## config.mk

```make
export PLATFORM = sky130hd
export DESIGN_NAME = seg_display_mux
export DESIGN_NICKNAME = d
export VERILOG_FILES = /design/src/rtl/seg_display_mux.sv
export SDC_FILE = /design/constraint.sdc
export NUM_CORES = 1
export LEC_CHECK = 0
export BUFFER_PORTS_ARGS = -buffer_cell sky130_fd_sc_hd__buf_2
export CAP_MARGIN = 20
export CORE_MARGIN = 1.5
export CORE_UTILIZATION = 37
export DETAILED_ROUTE_END_ITERATION = 8
export PLACE_DENSITY_LB_ADDON = 0.15
export SYNTH_ARGS = -nofsm -noshare
export SYNTH_HDL_FRONTEND = slang
export SYNTH_SLANG_ARGS = --single-unit
```

## constraint.sdc

```tcl
create_clock -name clk -period 6.55 [get_ports clk]
set_clock_uncertainty 0.1 [all_clocks]
set_input_delay 0 -clock clk [delete_from_list [all_inputs] [get_ports clk]]
set_output_delay 0 -clock clk [all_outputs]
set_load 0.01 [all_outputs]
```

## src/rtl/seg_display_mux.sv

```systemverilog
// rtl/seg_display_mux.sv - N-digit multiplexed 7-segment display scanner with tear-free shadowing
module seg_display_mux #(
  parameter int NUM_DIGITS     = 4,
  parameter int REFRESH_CYCLES = 400000,
  parameter int BLANK_CYCLES   = 4000,
  parameter bit AN_ACTIVE_LOW  = 1'b1,
  parameter bit SEG_ACTIVE_LOW = 1'b1
) (
  input  logic                          clk,
  input  logic                          rst,
  input  logic [4*NUM_DIGITS-1:0]       data,
  input  logic [NUM_DIGITS-1:0]         dp_in,
  input  logic [NUM_DIGITS-1:0]         digit_en,
  input  logic                          lz_blank,
  output logic [6:0]                    seg,
  output logic                          dp,
  output logic [NUM_DIGITS-1:0]         an,
  output logic [$clog2(NUM_DIGITS)-1:0] digit_idx,
  output logic                          slot_strobe
);

  localparam int IDX_W = $clog2(NUM_DIGITS);
  localparam int CNT_W = $clog2(REFRESH_CYCLES);

  localparam logic [CNT_W-1:0]      CNT_LAST  = CNT_W'(REFRESH_CYCLES - 1);
  localparam logic [IDX_W-1:0]      IDX_LAST  = IDX_W'(NUM_DIGITS - 1);
  localparam logic [CNT_W:0]        BLANK_END = (CNT_W + 1)'(BLANK_CYCLES);
  // "Off" levels double as XOR masks that turn active-high patterns into pin levels.
  localparam logic [6:0]            SEG_OFF   = SEG_ACTIVE_LOW ? 7'h7F : 7'h00;
  localparam logic                  DP_OFF    = SEG_ACTIVE_LOW;
  localparam logic [NUM_DIGITS-1:0] AN_OFF    = AN_ACTIVE_LOW ? '1 : '0;

  logic [CNT_W-1:0]        cnt;
  logic                    load_pending;
  logic [4*NUM_DIGITS-1:0] sh_data;
  logic [NUM_DIGITS-1:0]   sh_dp;
  logic [NUM_DIGITS-1:0]   sh_en;
  logic                    sh_lz;

  logic                    slot_end;
  logic                    frame_end;
  logic                    load_now;
  logic                    in_blank;
  logic                    zero_run;
  logic [NUM_DIGITS-1:0]   lz_dark;
  logic [NUM_DIGITS-1:0]   an_onehot;
  logic [3:0]              cur_nib;
  logic                    cur_en;
  logic                    cur_dp;
  logic                    cur_dark;
  logic                    visible;

  // Active-high segment pattern {g,f,e,d,c,b,a} for one hex nibble.
  function automatic logic [6:0] seg_decode(input logic [3:0] nib);
    case (nib)
      4'h0:    seg_decode = 7'b0111111;
      4'h1:    seg_decode = 7'b0000110;
      4'h2:    seg_decode = 7'b1011011;
      4'h3:    seg_decode = 7'b1001111;
      4'h4:    seg_decode = 7'b1100110;
      4'h5:    seg_decode = 7'b1101101;
      4'h6:    seg_decode = 7'b1111101;
      4'h7:    seg_decode = 7'b0000111;
      4'h8:    seg_decode = 7'b1111111;
      4'h9:    seg_decode = 7'b1101111;
      4'hA:    seg_decode = 7'b1110111;
      4'hB:    seg_decode = 7'b1111100;
      4'hC:    seg_decode = 7'b0111001;
      4'hD:    seg_decode = 7'b1011110;
      4'hE:    seg_decode = 7'b1111001;
      default: seg_decode = 7'b1110001;
    endcase
  endfunction

  assign slot_end    = (cnt == CNT_LAST);
  assign frame_end   = slot_end && (digit_idx == IDX_LAST);
  assign load_now    = load_pending || frame_end;
  assign slot_strobe = slot_end;
  assign in_blank    = (BLANK_CYCLES > 0) && ({1'b0, cnt} < BLANK_END);

  // Slot timer and digit pointer; the pointer wraps explicitly so odd digit counts stay in range.
  always_ff @(posedge clk or posedge rst) begin
    if (rst) begin
      cnt       <= '0;
      digit_idx <= '0;
    end else if (slot_end) begin
      cnt       <= '0;
      digit_idx <= (digit_idx == IDX_LAST) ? '0 : digit_idx + 1'b1;
    end else begin
      cnt       <= cnt + 1'b1;
    end
  end

  // Shadow copy of all display inputs, refreshed only at frame boundaries so a frame never mixes two values.
  always_ff @(posedge clk or posedge rst) begin
    if (rst) begin
      sh_data      <= '0;
      sh_dp        <= '0;
      sh_en        <= '0;
      sh_lz        <= 1'b0;
      load_pending <= 1'b1;
    end else begin
      load_pending <= 1'b0;
      if (load_now) begin
        sh_data <= data;
        sh_dp   <= dp_in;
        sh_en   <= digit_en;
        sh_lz   <= lz_blank;
      end
    end
  end

  // Leading-zero mask: walk from the most significant digit down while every nibble seen so far is zero.
  always_comb begin
    zero_run = 1'b1;
    lz_dark  = '0;
    for (int i = NUM_DIGITS - 1; i >= 0; i--) begin
      zero_run   = zero_run && (sh_data[4*i +: 4] == 4'h0);
      lz_dark[i] = sh_lz && zero_run && (i != 0);
    end
  end

  // Pick out the shadowed attributes of the digit currently being scanned.
  always_comb begin
    cur_nib   = 4'h0;
    cur_en    = 1'b0;
    cur_dp    = 1'b0;
    cur_dark  = 1'b0;
    an_onehot = '0;
    for (int i = 0; i < NUM_DIGITS; i++) begin
      if (digit_idx == IDX_W'(i)) begin
        cur_nib      = sh_data[4*i +: 4];
        cur_en       = sh_en[i];
        cur_dp       = sh_dp[i];
        cur_dark     = lz_dark[i];
        an_onehot[i] = 1'b1;
      end
    end
  end

  assign visible = !in_blank && cur_en && !cur_dark;

  // Registered pin drive; a dark digit turns every anode off so at most one anode is ever on.
  always_ff @(posedge clk or posedge rst) begin
    if (rst) begin
      seg <= SEG_OFF;
      dp  <= DP_OFF;
      an  <= AN_OFF;
    end else if (visible) begin
      seg <= seg_decode(cur_nib) ^ SEG_OFF;
      dp  <= cur_dp ^ DP_OFF;
      an  <= an_onehot ^ AN_OFF;
    end else begin
      seg <= SEG_OFF;
      dp  <= DP_OFF;
      an  <= AN_OFF;
    end
  end

endmodule

```

==> impl_metrics.env <==
export IMPL_status="finished clean"
export IMPL_finalSetupViolations=0
export IMPL_postSynthCellCount=253
export IMPL_drt_wl_total_um=6080
export IMPL_synthDistinctLibCells=49
export IMPL_die_height_um=92.5
export IMPL_clock_latency_ps=340
export IMPL_overflow=0
export IMPL_hold_viol=0
export IMPL_setup_worst_path_class="reg2reg"
export IMPL_max_freq_ghz=0.353
export IMPL_syn_to_final_growth_pct=26.6
export IMPL_rsz0062_at_grt="no"
export IMPL_synthMuxAreaShare_pct=13.7
export IMPL_diodes=0
export IMPL_synth_compound_area_share_pct=8.10
export IMPL_critPathTopFamily="adder cells"
export IMPL_cts_tree="done"
export IMPL_cp_required_ps=6730
export IMPL_seq_area_frac_synth_pct=50.3
export IMPL_slowest_stage="a221oi_1"
export IMPL_synthesis_nets=291
export IMPL_wl_met1_um=2810
export IMPL_initial_core_util_pct=38.4
export IMPL_post_drt_wl_per_cell_um=14.0
export IMPL_fin_crit_sh_pct=43.3
export IMPL_cts_buffers=9
export IMPL_synth_edf_count=0
export IMPL_htree_levels=3
export IMPL_rows=32
export IMPL_num_vias=2104
export IMPL_wl_met2_um=2970
export IMPL_crit_chain="inv_1, ha_1, a211oi_1, a221oi_1, inv_1, ha_1, mux2i_1, mux2_2, nand2_1"
export IMPL_setup_tns_ps=0
export IMPL_setup_ws_ps=3720
export IMPL_clockBufferDepth=2
export IMPL_nNetsFinal=364
export IMPL_p_leak_uw=0.00167
export IMPL_yosysWarnings=0
export IMPL_ir_worst_vdd_mv=0.117
export IMPL_crit_buf_inv=2
export IMPL_switchingPower_uw=193
export IMPL_worstSetupEndpointType="flip-flop"
export IMPL_placeableCoreArea_um2=7730
export IMPL_final_core_util_pct=48.6
export IMPL_dieArea_um2=8560
export IMPL_ys_ff_latch=59
export IMPL_grt_pass1_wl_um=10000
export IMPL_switching_share_pct=23.2
export IMPL_finalMaxSlewViolations=0
export IMPL_cts_sinks=59
export IMPL_maxCapViolations=0
export IMPL_top_layer_used="met4"
export IMPL_gp_congestion=0.785
export IMPL_dp_hpwl_um=4070
export IMPL_layout_commonest_cell="dfrtp_1"
export IMPL_drive_gt1_share_pct=32.0
export IMPL_antenna_found_initial=0
export IMPL_power_density_nw_per_um2=222
export IMPL_antenna_left=0
export IMPL_die_w_um=92.5
export IMPL_synthXorXnorAreaFrac_pct=4.13
export IMPL_post_cts_resized=0
export IMPL_synth_top_family_by_area="simple AND/OR/NAND/NOR gates"
export IMPL_clock_root_buffer="clkbuf_8"
export IMPL_grt_pass1_vias=2046
export IMPL_critPathArrivalTime_ps=3010
export IMPL_grt_start_max_net_pins=60
export IMPL_clkPwrFrac_pct=41.7
export IMPL_seq_power_share_pct=47.5
export IMPL_combPwrFrac_pct=10.8
export IMPL_start_kind="flip-flop"
export IMPL_synth_area_um2=2970
export IMPL_worstPathMaxFanout=14
export IMPL_drc=0
export IMPL_syn_avg_cell_area_um2=11.7
export IMPL_async_flop_share_pct=100
export IMPL_synth_fa_ha_area_share_pct=4.64
export IMPL_wl_met3_um=280
export IMPL_final_cell_mix="dfrtp_1 (46), buf_2 (41), dlygate4sd3_1 (26)"
export IMPL_io_pins=42
export IMPL_clk_pin_slew_ps=60
export IMPL_via_per_inst=4.86
export IMPL_portBuffers=41
export IMPL_drt_iter0_drc=98
export IMPL_pre_cts_slack_ps=3720
export IMPL_cellInternalPower_uw=639
export IMPL_track_usage_pct=15.4
export IMPL_max_stage_delay_ps=620
export IMPL_min_period_ps=2830
export IMPL_drt_first_pass_iters=6
export IMPL_hold_path_class="in2async"
export IMPL_ys_flop_type="dfrtp_1"
export IMPL_slew_headroom_pct=29.1
export IMPL_tightest_slew_ps=1060
export IMPL_synth_simple_area_share_pct=16.2
-- tightest hold or removal path, cell delays in order --
cell           delay, ps
dlygate4sd3_1        530
buf_2                120
inv_2                 30
buf_4                580
-- registers in the layout (all words and copies together) (netlist names) --
register      count
seg               7
sh_lz             1
sh_dp             4
load_pending      1
sh_en             4
cnt              19
an                4
dp                1
sh_data          16
digit_idx         2
-- final cells by class --
| cell class | instances | area, um^2 |
|---|---|---|
| fillers | 727 | 3970 |
| flip-flops and latches | 59 | 1490 |
| multi-input cells | 177 | 1400 |
| repair buffers | 70 | 488 |
| clock buffers | 12 | 165 |
| well taps | 102 | 128 |
| clock inverters | 4 | 47.5 |
| inverters | 9 | 33.8 |
-- kinds of logic (layout without fill, tap and decap cells) --
group,count (synthesis),in the layout
mux,30,30
simple gates,86,86
flops,59,59
fa+ha+maj,11,11
buf+inv,17,95
xor+xnor,14,14
compound gates,35,35
other cells,1,1
-- cell usage after synthesis, types with 3 or more instances --
master | count | share of area (%)
dfrtp_1 | 46 | 39
mux2_4 | 20 | 10
nand2_1 | 18 | 2.3
nor2_1 | 17 | 2.2
nand3_1 | 14 | 2.4
dfstp_2 | 13 | 12
ha_1 | 11 | 4.6
inv_1 | 9 | 1.1
a21oi_1 | 7 | 1.2
o21ai_0 | 7 | 1.2
xnor2_1 | 7 | 2.1
xor2_1 | 7 | 2.1
mux2_2 | 6 | 2.3
nand3b_1 | 5 | 1.3
clkbuf_1 | 4 | 0.51
mux2i_1 | 4 | 1.3
nor4_1 | 4 | 0.84
a211oi_1 | 3 | 0.76
and3b_1 | 3 | 0.89
nor2b_1 | 3 | 0.63
nor3b_1 | 3 | 0.76
or3_1 | 3 | 0.63
-- routing by layer --
layer  up-vias  GRT usage (%)
met4         0           5.00
met1      1013           19.0
li1       1052              -
met2        36           24.8
met3         3           5.91
met5         -              0
-- per-stage QoR --
step	total power [uW]	std cells	instance area (um^2)	hold WS, ps
2_1_floorplan	455	253	2970	48.5
6_report	832	433	3750	314
3_5_place_dp	479	390	3270	135
3_3_place_gp	480	390	3270	131
4_1_cts	847	432	3750	304
5_1_grt	875	433	3750	305
-- final timing paths --
| check | start | endpoint | slack, ps | cells past startpoint |
|---|---|---|---|---|
| worst max-delay path | digit_idx[0] | seg[3] | 3720 | 9 |
| worst min-delay path | rst | sh_data[7] | 310 | 4 |
| worst max register to register | digit_idx[0] | seg[3] | 3720 | 9 |
| worst min register to register | cnt[18] | cnt[18] | 400 | 1 |
| max in group asynchronous | rst | sh_data[15] | 5530 | 4 |
| min in group clk | dp_in[2] | sh_dp[2] | 320 | 3 |
-- timing repair --
action / CTS / global route
hold buffers: 26 / 0
setup buffers: 0 / 0
endpoints found under the hold margin: 71 / 0
-- power by group through the flow --
stage	clock (uW)	sequential [uW]	combinational, uW
3_3_place_gp	0	402	77.6
5_1_grt	379	396	99.2
2_1_floorplan	0	395	60.3
4_1_cts	362	395	90.5
6_report	347	395	90.1
3_5_place_dp	0	401	78.1
Note: power is estimated with default switching activity, not from simulation.
